===== src/rtl/sipo_deserializer.sv =====
// sipo_deserializer
//
// Receive side of a shift-register serial link. Serial bits arrive one per
// clock on which s_en is high. They are gathered into WIDTH-bit words. Each
// finished word is offered to a parallel consumer through a valid/ready
// handshake. A sync strobe realigns the word boundary. A sticky overrun flag
// records any finished word that was thrown away because the consumer had
// not yet taken the previous one.
//
// Parameters
//   WIDTH      word length in bits (2 or more)
//   MSB_FIRST  1: first received bit ends up in p_data[WIDTH-1]
//              0: first received bit ends up in p_data[0]
//
// Ports
//   clk      rising-edge clock
//   reset    asynchronous, active-low reset
//   s_in     serial data bit
//   s_en     bit strobe; s_in is sampled only when this is high
//   s_sync   marks s_in as bit 0 of a new word (only looked at with s_en)
//   p_data   assembled word; held stable while p_valid is high
//   p_valid  p_data holds a word the consumer has not taken yet
//   p_ready  consumer takes p_data on an edge where p_valid is also high
//   bit_cnt  number of bits collected toward the current word
//   overrun  sticky flag: a finished word was dropped
//   ovr_clr  synchronous clear of overrun
module sipo_deserializer #(
    parameter int WIDTH     = 4,
    parameter bit MSB_FIRST = 1'b1
) (
    input  logic                     clk,
    input  logic                     reset,
    input  logic                     s_in,
    input  logic                     s_en,
    input  logic                     s_sync,
    output logic [WIDTH-1:0]         p_data,
    output logic                     p_valid,
    input  logic                     p_ready,
    output logic [$clog2(WIDTH)-1:0] bit_cnt,
    output logic                     overrun,
    input  logic                     ovr_clr
);

    localparam int CW = $clog2(WIDTH);
    localparam logic [CW-1:0] LAST_IDX = CW'(WIDTH - 1);

    logic [WIDTH-1:0] shift_q;
    logic [WIDTH-1:0] shift_d;
    logic [CW-1:0]    idx;
    logic             word_done;
    logic             can_load;
    logic             accept;

    // A sync bit always counts as bit 0. Any partial word is then abandoned.
    // Old bits stay in the shift register, but WIDTH new shifts push them all
    // out before the word is complete, so no extra clearing is needed.
    // can_load is high when the output register is free or is being emptied
    // on this same edge.
    always_comb begin
        idx       = s_sync ? '0 : bit_cnt;
        shift_d   = shift_q;
        if (MSB_FIRST) begin
            shift_d = {shift_q[WIDTH-2:0], s_in};
        end else begin
            shift_d = {s_in, shift_q[WIDTH-1:1]};
        end
        word_done = s_en && (idx == LAST_IDX);
        accept    = p_valid && p_ready;
        can_load  = !p_valid || p_ready;
    end

    // Bit collection.
    always_ff @(posedge clk or negedge reset) begin
        if (!reset) begin
            shift_q <= '0;
            bit_cnt <= '0;
        end else if (s_en) begin
            shift_q <= shift_d;
            bit_cnt <= word_done ? '0 : idx + CW'(1);
        end
    end

    // Output word and handshake.
    // A word that finishes on the same edge as an accept replaces the old
    // word directly, so p_valid stays high.
    always_ff @(posedge clk or negedge reset) begin
        if (!reset) begin
            p_data  <= '0;
            p_valid <= 1'b0;
        end else if (word_done && can_load) begin
            p_data  <= shift_d;
            p_valid <= 1'b1;
        end else if (accept) begin
            p_valid <= 1'b0;
        end
    end

    // Sticky overrun flag. A drop on the same edge as ovr_clr wins, so a
    // lost word is never hidden by a clear that happens at the same moment.
    always_ff @(posedge clk or negedge reset) begin
        if (!reset) begin
            overrun <= 1'b0;
        end else if (word_done && !can_load) begin
            overrun <= 1'b1;
        end else if (ovr_clr) begin
            overrun <= 1'b0;
        end
    end

endmodule


===== config.mk =====
export PLATFORM = sky130hd
export DESIGN_NAME = sipo_deserializer
export DESIGN_NICKNAME = d
export VERILOG_FILES = /design/src/rtl/sipo_deserializer.sv
export SDC_FILE = /design/constraint.sdc
export NUM_CORES = 1
export LEC_CHECK = 0
export ABC_CLOCK_PERIOD_IN_PS = 1600
export BUFFER_PORTS_ARGS = -buffer_cell sky130_fd_sc_hd__buf_2
export CAP_MARGIN = 10
export CELL_PAD_IN_SITES_DETAIL_PLACEMENT = 1
export CELL_PAD_IN_SITES_GLOBAL_PLACEMENT = 1
export CORE_UTILIZATION = 32
export DETAILED_ROUTE_END_ITERATION = 16
export GPL_ROUTABILITY_DRIVEN = 1
export PLACE_DENSITY_LB_ADDON = 0.15
export SYNTH_ARGS = -nofsm -noshare
export SYNTH_HDL_FRONTEND = slang
export SYNTH_SLANG_ARGS = --single-unit

===== constraint.sdc =====
create_clock -name clk -period 1.6 [get_ports clk]
set_clock_uncertainty 0.2 [all_clocks]
set_input_delay 0.24 -clock clk [delete_from_list [all_inputs] [get_ports clk]]
set_output_delay 0.24 -clock clk [all_outputs]
set_load 0.01 [all_outputs]

After elaboration in Yosys (flattened, before gate mapping) --
Index checks and enable logic that the tools add are counted.
Word-level totals: word-level logic and storage cells 22, flip-flop bits (word level) 11, bits of input ports 7, output and inout port bits 8
Operators by class: muxes and demuxes 6, $add $sub $neg 1, eq/ne operators 1, reductions and logical operators 9
Operators by type and width (number):
- $logic_and A1 B1 Y1 | 4
- $mux W1 | 4
- $mux W2 | 2
- $reduce_bool A2 Y1 | 2
- $add A2 B1 Y2 const B | 1
- $eq A2 B2 Y1 const B | 1
- $logic_not A1 Y1 | 2
- $logic_or A1 B1 Y1 | 1

Logic depth before layout (Yosys ltp) --
Gate-level depths: netlist (run 1).
word-level depth 5, gate-level depth with buffers 6, gate-level depth less buffers 6

Least setup slack after synthesis (run 1) --
OpenSTA, ideal clock, no wires.
path type reg-to-reg, start register bit_cnt[0], end register p_data[0], period minus slack after synthesis 1663 ps, stages on the path, launching flop included 6, path slack -63 ps, setup time 125 ps, buffers on the path 0, arrival time 1338 ps, required time 1275 ps, cells stage by stage dfrtp_1 nor2b_1 ha_1 nand2_4 nor2b_4 mux2_2
On the way: word-level cells in the longest chain between the ends 4
RTL lines:
- from (decl) | line 39 | output logic [$clog2(WIDTH)-1:0] bit_cnt,
- from (signal assigned) | line 79 | bit_cnt <= word_done ? '0 : idx + CW'(1);
- $mux W2 | line 60 | idx = s_sync ? '0 : bit_cnt;
- $eq A2 B2 Y1 | line 67 | word_done = s_en && (idx == LAST_IDX);
- $logic_and A1 B1 Y1 | line 67
- $logic_and A1 B1 Y1 | line 90 | end else if (word_done && can_load) begin
- to (signal assigned) | line 91 | p_data <= shift_d;
- to (decl) | line 36 | output logic [WIDTH-1:0] p_data,
No other way between the ends. A chain may end at the register's enable or synchronous reset.

Worst setup path in the final report (run 1) --
start register bit_cnt[1], end register p_data[0]
The elaborated chain is that of the path after synthesis.

==> results of run 1 <==
## metal layers
metal  GRT usage (%)  wire length, um
met1            12.5              378
met5               0                0
met2            24.6              461
met3            9.09               64
met4            5.17                0
## state kept, by name (all words and copies together) (netlist names)
signal / flops
p_data: 4
shift_q: 3
bit_cnt: 2
overrun: 1
p_valid: 1
## through the flow
stage	worst slack, ns	hold slack [ns]	TNS, ns	cells	power [mW]
2_1_floorplan	0.0228	-0.256	0	33	0.528
3_3_place_gp	0.0309	-0.0889	0	61	0.615
3_5_place_dp	-0.00881	-0.0890	-0.0100	61	0.630
4_1_cts	-0.00331	0.0426	-0.00457	69	0.819
5_1_grt	-0.0192	0.0390	-0.0433	72	0.888
6_report	0.0237	0.0392	0	72	0.836
## placed cells by master, fill, tap and decap left out, drive strengths merged
| master | count |
|---|---|
| inv | 2 |
| ha | 1 |
| clkbuf | 4 |
| dlygate4sd3 | 2 |
| mux2 | 8 |
| nand2 | 3 |
| buf | 19 |
| nor2 | 2 |
| o22ai | 2 |
| nor2b | 2 |
| dfrtp | 11 |
| nand2b | 1 |
## kinds of logic after synthesis
kind of cell               share of synthesized area (%)
DFF                                                 60.1
muxes                                               19.7
and+or+nand+nor                                     11.5
buffers and inverters                               3.28
AOI/OAI and AO/OA                                   2.73
adders and majority gates                           2.73
## report_power, final
part	leakage, nW	internal, mW	switching [mW]	total, mW
sequential	0.136	0.352	0.0403	0.393
clock	0.0150	0.0961	0.0782	0.174
combinational	0.186	0.151	0.118	0.269
total	0.337	0.599	0.237	0.836
## cell type report
type / count / area, sq um
Clock buffer: 4 / 26.3
Fill cell: 157 / 663
Inverter: 2 / 7.51
Multi-Input combinational cell: 19 / 199
Sequential cell: 11 / 275
Tap cell: 15 / 18.8
Timing Repair Buffer: 21 / 128
## final timing paths
kind                                               end  slack, ns  cells past startpoint
worst min register to register   p_data[2]$_DFFE_PN0P_       0.31                      1
min in group asynchronous          p_valid$_DFFE_PN0P_       0.16                      2
worst max-delay path             p_data[0]$_DFFE_PN0P_       0.02                      6
worst min-delay path             p_data[0]$_DFFE_PN0P_       0.04                      2
max in group asynchronous       bit_cnt[1]$_DFFE_PN0P_       0.84                      2
worst max register to register   p_data[0]$_DFFE_PN0P_       0.02                      6
## worst max-delay path: stages (launching register included)
cell and delay (ns):
dfrtp_1 0.35, inv_2 0.06, nor2_4 0.10, ha_4 0.16, nand2_4 0.06, nor2b_4 0.18
mux2_2 0.35
## repair_timing
| action | CTS | global route |
|---|---|---|
| pin swaps | 2 | 2 |
| cloned | 0 | 0 |
| buffers inserted | 2 | 3 |
| hold buffers | 2 | 0 |
| setup endpoints to repair | 4 | 4 |
| endpoints found under the hold margin | 12 | 0 |
| resized for setup | 0 | 3 |
==> results.sh, run 1 <==
export IMPL_synth_top_cells_by_area="dfrtp_1, mux2_2, nor2b_4, ha_1, o22ai_1"
export IMPL_diodes=0
export IMPL_drive_above_1_share_pct=63.2
export IMPL_antenna_found_initial=0
export IMPL_clkLatencyLatePin_ns=0.26
export IMPL_viasPerCell=4.60
export IMPL_worstHoldPathType="in2reg"
export IMPL_ys_seq_elements=11
export IMPL_synth_top_area_share_pct=60.1
export IMPL_synth_common_cells="dfrtp_1, mux2_2"
export IMPL_stdcell_area_sq_um=654
export IMPL_status="complete, no violations"
export IMPL_cp_end_kind="register"
export IMPL_place_area_sq_um=562
export IMPL_vias=331
export IMPL_start_util_pct=34.8
export IMPL_die_y_um=39.8
export IMPL_yosysTopAreaCell="dfrtp_1"
export IMPL_async_flop_share_pct=100
export IMPL_crit_reg2reg_launch="bit_cnt[1]$_DFFE_PN0P_"
export IMPL_cts_made_buffers=3
export IMPL_gp_congestion=0.753
export IMPL_power_density_nw_per_um2=1280
export IMPL_p_leak_nw=0.337
export IMPL_syn_inst=33
export IMPL_final_antenna_net_count=0
export IMPL_wl_um=905
export IMPL_yosys_cell_types_count=12
export IMPL_clock_fmax_mhz=634
export IMPL_syn_num_nets=41
export IMPL_drc=0
export IMPL_slew_headroom_pct=84.5
export IMPL_syn_avg_cell_area_sq_um=13.9
export IMPL_cts_root_buf="clkbuf_4"
export IMPL_cp_arrival_ns=1.52
export IMPL_drt_iter0_drc=1
export IMPL_min_delay_start="s_in"
export IMPL_synth_most_common_cell="dfrtp_1"
export IMPL_ys_warn_count=0
export IMPL_fin_nets=66
export IMPL_drt_pre_antenna_iters=4
export IMPL_htree_num_levels=1
export IMPL_grt_max_degree=12
export IMPL_die_w_um=39.8
export IMPL_design_core_area_sq_um=1320
export IMPL_cts_tree="done"
export IMPL_netlist_area_sq_um=458
export IMPL_clockBufferDepth=2
export IMPL_tightest_slew_ns=0.232
export IMPL_cts_sinks=11
export IMPL_path_class="reg2reg"
export IMPL_die_area_sq_um=1590
export IMPL_cts_clk_slew_worst_paths_ns=0.06
export IMPL_rsz0062_at_grt="yes"
export IMPL_grt_pass1_vias=328
export IMPL_irDropWorstVdd_mv=0.743
export IMPL_io_buffers=14
export IMPL_postLayoutCoreUtil_pct=49.7
export IMPL_grt_pass1_wl_um=1330
export IMPL_hold_viol=0
export IMPL_yosysSeqAreaShare_pct=60.1
export IMPL_wl_per_cell_um=12.6
export IMPL_start_kind="register"
export IMPL_critical_path_required_ns=1.55
export IMPL_setup_viol=0
export IMPL_cp_max_fo=4
export IMPL_crit_start="bit_cnt[1]$_DFFE_PN0P_"
export IMPL_grt_util_all_layers_pct=14.0
export IMPL_rows=13
export IMPL_fin_crit_ns=1.58
export IMPL_drv_cap=0
export IMPL_final_period_utilization_pct=98.5
export IMPL_synth_flop_cell="dfrtp_1"
export IMPL_synth_edf_count=0
export IMPL_slew_viol_final=0
export IMPL_area_delta_synth_final_pct=42.9
export IMPL_ioPinCount=15
export IMPL_overflow=0
Power figures use the tool's default switching activity.
==> run 2: changes to the inputs <==
--- a/config.mk
+++ b/config.mk
@@ -5,13 +5,14 @@
 export SDC_FILE = /design/constraint.sdc
 export NUM_CORES = 1
 export LEC_CHECK = 0
-export ABC_CLOCK_PERIOD_IN_PS = 1600
-export BUFFER_PORTS_ARGS = -buffer_cell sky130_fd_sc_hd__buf_2
+export ABC_CLOCK_PERIOD_IN_PS = 1300
 export CAP_MARGIN = 10
 export CELL_PAD_IN_SITES_DETAIL_PLACEMENT = 1
 export CELL_PAD_IN_SITES_GLOBAL_PLACEMENT = 1
-export CORE_UTILIZATION = 32
+export CORE_AREA = 2 2 39 41
 export DETAILED_ROUTE_END_ITERATION = 16
+export DIE_AREA = 0 0 41 43
+export DONT_BUFFER_PORTS = 1
 export GPL_ROUTABILITY_DRIVEN = 1
 export PLACE_DENSITY_LB_ADDON = 0.15
 export SYNTH_ARGS = -nofsm -noshare
==> constraint.sdc (replaced) <==
create_clock -name clk -period 1.3 [get_ports clk]
set_clock_uncertainty 0.2 [all_clocks]
set_input_delay 0.195 -clock clk [delete_from_list [all_inputs] [get_ports clk]]
set_output_delay 0.195 -clock clk [all_outputs]
set_load 0.01 [all_outputs]
==> run 2 against run 1 <==
The flow now finishes with violations (hold timing, setup timing). Critical endpoint is now p_data[2]$_DFFE_PN0P_. Sequential cell count did not move. Global-route usage fell by 1.0 points. First-iteration DRC count fell by 100%. Power rose by 22%. Hold slack got worse by 0.20 ns. Routed wire length rose by 3.8%. Register-to-register slack got worse by 0.30 ns. Combinational power fell by 6%. Final area fell by 4.2%. Setup slack got worse by 0.30 ns. Utilization fell by 4.4 points. Highest routed layer is now met4.
==> results.sh, run 2 (synthesized netlist as in run 1, its figures left out) <==
export IMPL_drc=0
export IMPL_largest_register_ffs=4
export IMPL_setup_tns_ns=-1.17
export IMPL_sw_frac_of_total_pct=29.4
export IMPL_fin_ws_ns=-0.276
export IMPL_diodes=0
export IMPL_clkLatencyLatePin_ns=0.28
export IMPL_critical_path_required_ns=1.25
export IMPL_min_delay_start="s_en"
export IMPL_fin_nets=54
export IMPL_cts_clk_slew_worst_paths_ns=0.08
export IMPL_p_leak_nw=0.299
export IMPL_cts_sinks=11
export IMPL_tightest_slew_ns=0.484
export IMPL_grt_util_all_layers_pct=13.0
export IMPL_overflow=0
export IMPL_pwr_share_comb_pct=24.8
export IMPL_reg2reg_slack_ns=-0.28
export IMPL_cts_tree="done"
export IMPL_die_y_um=43
export IMPL_vias=301
export IMPL_gp_congestion=0.657
export IMPL_hold_viol=7
export IMPL_cp_slowest_stage_delay_ns=0.38
export IMPL_cp_max_fo=4
export IMPL_grt_pass1_wl_um=1380
export IMPL_slew_headroom_pct=67.7
export IMPL_start_util_pct=33.1
export IMPL_cp_arrival_ns=1.53
export IMPL_crit_start="bit_cnt[1]$_DFFE_PN0P_"
export IMPL_r2r_cells=6
export IMPL_status="finished, violations left"
export IMPL_slew_viol_final=0
export IMPL_violations="hold timing, setup timing"
export IMPL_dr_max_layer_used="met4"
export IMPL_cts_root_buf="clkbuf_4"
export IMPL_antenna_found_initial=0
export IMPL_die_w_um=41
export IMPL_cts_made_buffers=3
export IMPL_final_cell_mix="dfrtp_1, buf_4, mux2_4"
export IMPL_design_core_area_sq_um=1380
export IMPL_p_seq_share_pct=52.0
export IMPL_power_density_nw_per_um2=1630
export IMPL_grt_max_degree=12
export IMPL_n_fill_cell=147
export IMPL_netSwitchingPower_mw=0.299
export IMPL_wl_met1_um=337
export IMPL_place_hpwl_um=680
export IMPL_drv_cap=0
export IMPL_ioPinCount=15
export IMPL_clkPwrFrac_pct=23.3
export IMPL_cellInternalPower_mw=0.720
export IMPL_whs_ns=-0.163
export IMPL_start_kind="register"
export IMPL_reg2reg_to="p_data[2]$_DFFE_PN0P_"
export IMPL_final_common_cell="dfrtp_1"
export IMPL_cts_hold_buf=3
export IMPL_area_delta_synth_final_pct=36.9
export IMPL_path_class="reg2reg"
export IMPL_top_regs="p_data x4, shift_q x3, bit_cnt x2"
export IMPL_regMostFlops="p_data"
export IMPL_drt_pre_antenna_iters=1
export IMPL_viasPerCell=4.93
export IMPL_rsz0062_at_grt="yes"
export IMPL_final_cells=61
export IMPL_cp_cell_sequence="inv_2 -> nor2_4 -> ha_4 -> nand2_4 -> nor2b_4 -> mux2_4"
export IMPL_min_to="bit_cnt[1]$_DFFE_PN0P_"
export IMPL_dp_cells=53
export IMPL_die_area_sq_um=1760
export IMPL_rows=14
export IMPL_htree_num_levels=1
export IMPL_wl_met2_um=490
export IMPL_grt_pass1_vias=320
export IMPL_wl_met3_um=81
export IMPL_wl_um=939
export IMPL_finalPower_mw=1.02
export IMPL_crit_reg2reg_launch="bit_cnt[1]$_DFFE_PN0P_"
export IMPL_worstHoldPathType="in2reg"
export IMPL_cp_end_kind="register"
export IMPL_setup_viol=5
export IMPL_whs_path_depth=1
export IMPL_drive_above_1_share_pct=55.6
export IMPL_final_period_utilization_pct=121
export IMPL_final_antenna_net_count=0
export IMPL_irDropWorstVdd_mv=0.581
export IMPL_wl_per_cell_um=15.4
export IMPL_io_buffers=0
export IMPL_cp_top_family="flip-flops"
export IMPL_fin_crit_ns=1.58
export IMPL_crit_buf_inv=1
export IMPL_drt_iter0_drc=0
export IMPL_clock_fmax_mhz=634
export IMPL_clockBufferDepth=2
export IMPL_crit_slowest_cell="dfrtp_1"
run 2: final cells by class:
class	instances	area [sq um]	share of cell area [%]
sequential	11	275	43.9
multi-input combinational	19	223	35.5
timing repair buffer	9	75.1	12.0
clock buffer	4	26.3	4.19
tap	16	20.0	3.19
inverter	2	7.51	1.20
run 2: metal layers:
metal / up-vias / GRT usage, %
met4: 0 / 12.0
met2: 13 / 20.0
met5: - / 0
met3: 3 / 4.71
li1: 135 / -
met1: 150 / 12.4
run 2: worst max path at each step:
stage / endpoint / slack, ns / depth (start not counted)
finish: p_data[2]$_DFFE_PN0P_ / -0.28 / 6
detailed placement: p_data[1]$_DFFE_PN0P_ / -0.28 / 6
global placement: p_data[1]$_DFFE_PN0P_ / -0.23 / 6
floorplan: p_data[0]$_DFFE_PN0P_ / -0.27 / 6
global route: p_data[2]$_DFFE_PN0P_ / -0.34 / 6
CTS: p_data[2]$_DFFE_PN0P_ / -0.28 / 5
run 2: power by group through the flow:
stage               Sequential [mW]  Clock [mW]  Combinational (mW)
floorplan                     0.522           0               0.136
global placement              0.529           0               0.182
detailed placement            0.532           0               0.195
CTS                           0.527       0.245               0.219
global route                  0.539       0.271               0.278
finish                        0.529       0.237               0.253
run 2: timing repair:
action | in CTS | in global routing
pin swaps | 1 | 3
endpoints found under the hold margin | 19 | 7
buffers inserted | 2 | 2
endpoints found under the setup margin | 6 | 7
gates resized for setup | 0 | 7
run 2: metrics by stage:
stage               instance area (sq um)  hold slack, ns  utilization (%)  worst slack [ns]
floorplan                             485          -0.301                -            -0.268
global placement                      536          -0.300             38.7            -0.234
detailed placement                    536          -0.300             38.7            -0.277
CTS                                   607          -0.181             43.9            -0.280
global route                          627          -0.188             45.3            -0.338
finish                                627          -0.163             45.3            -0.276
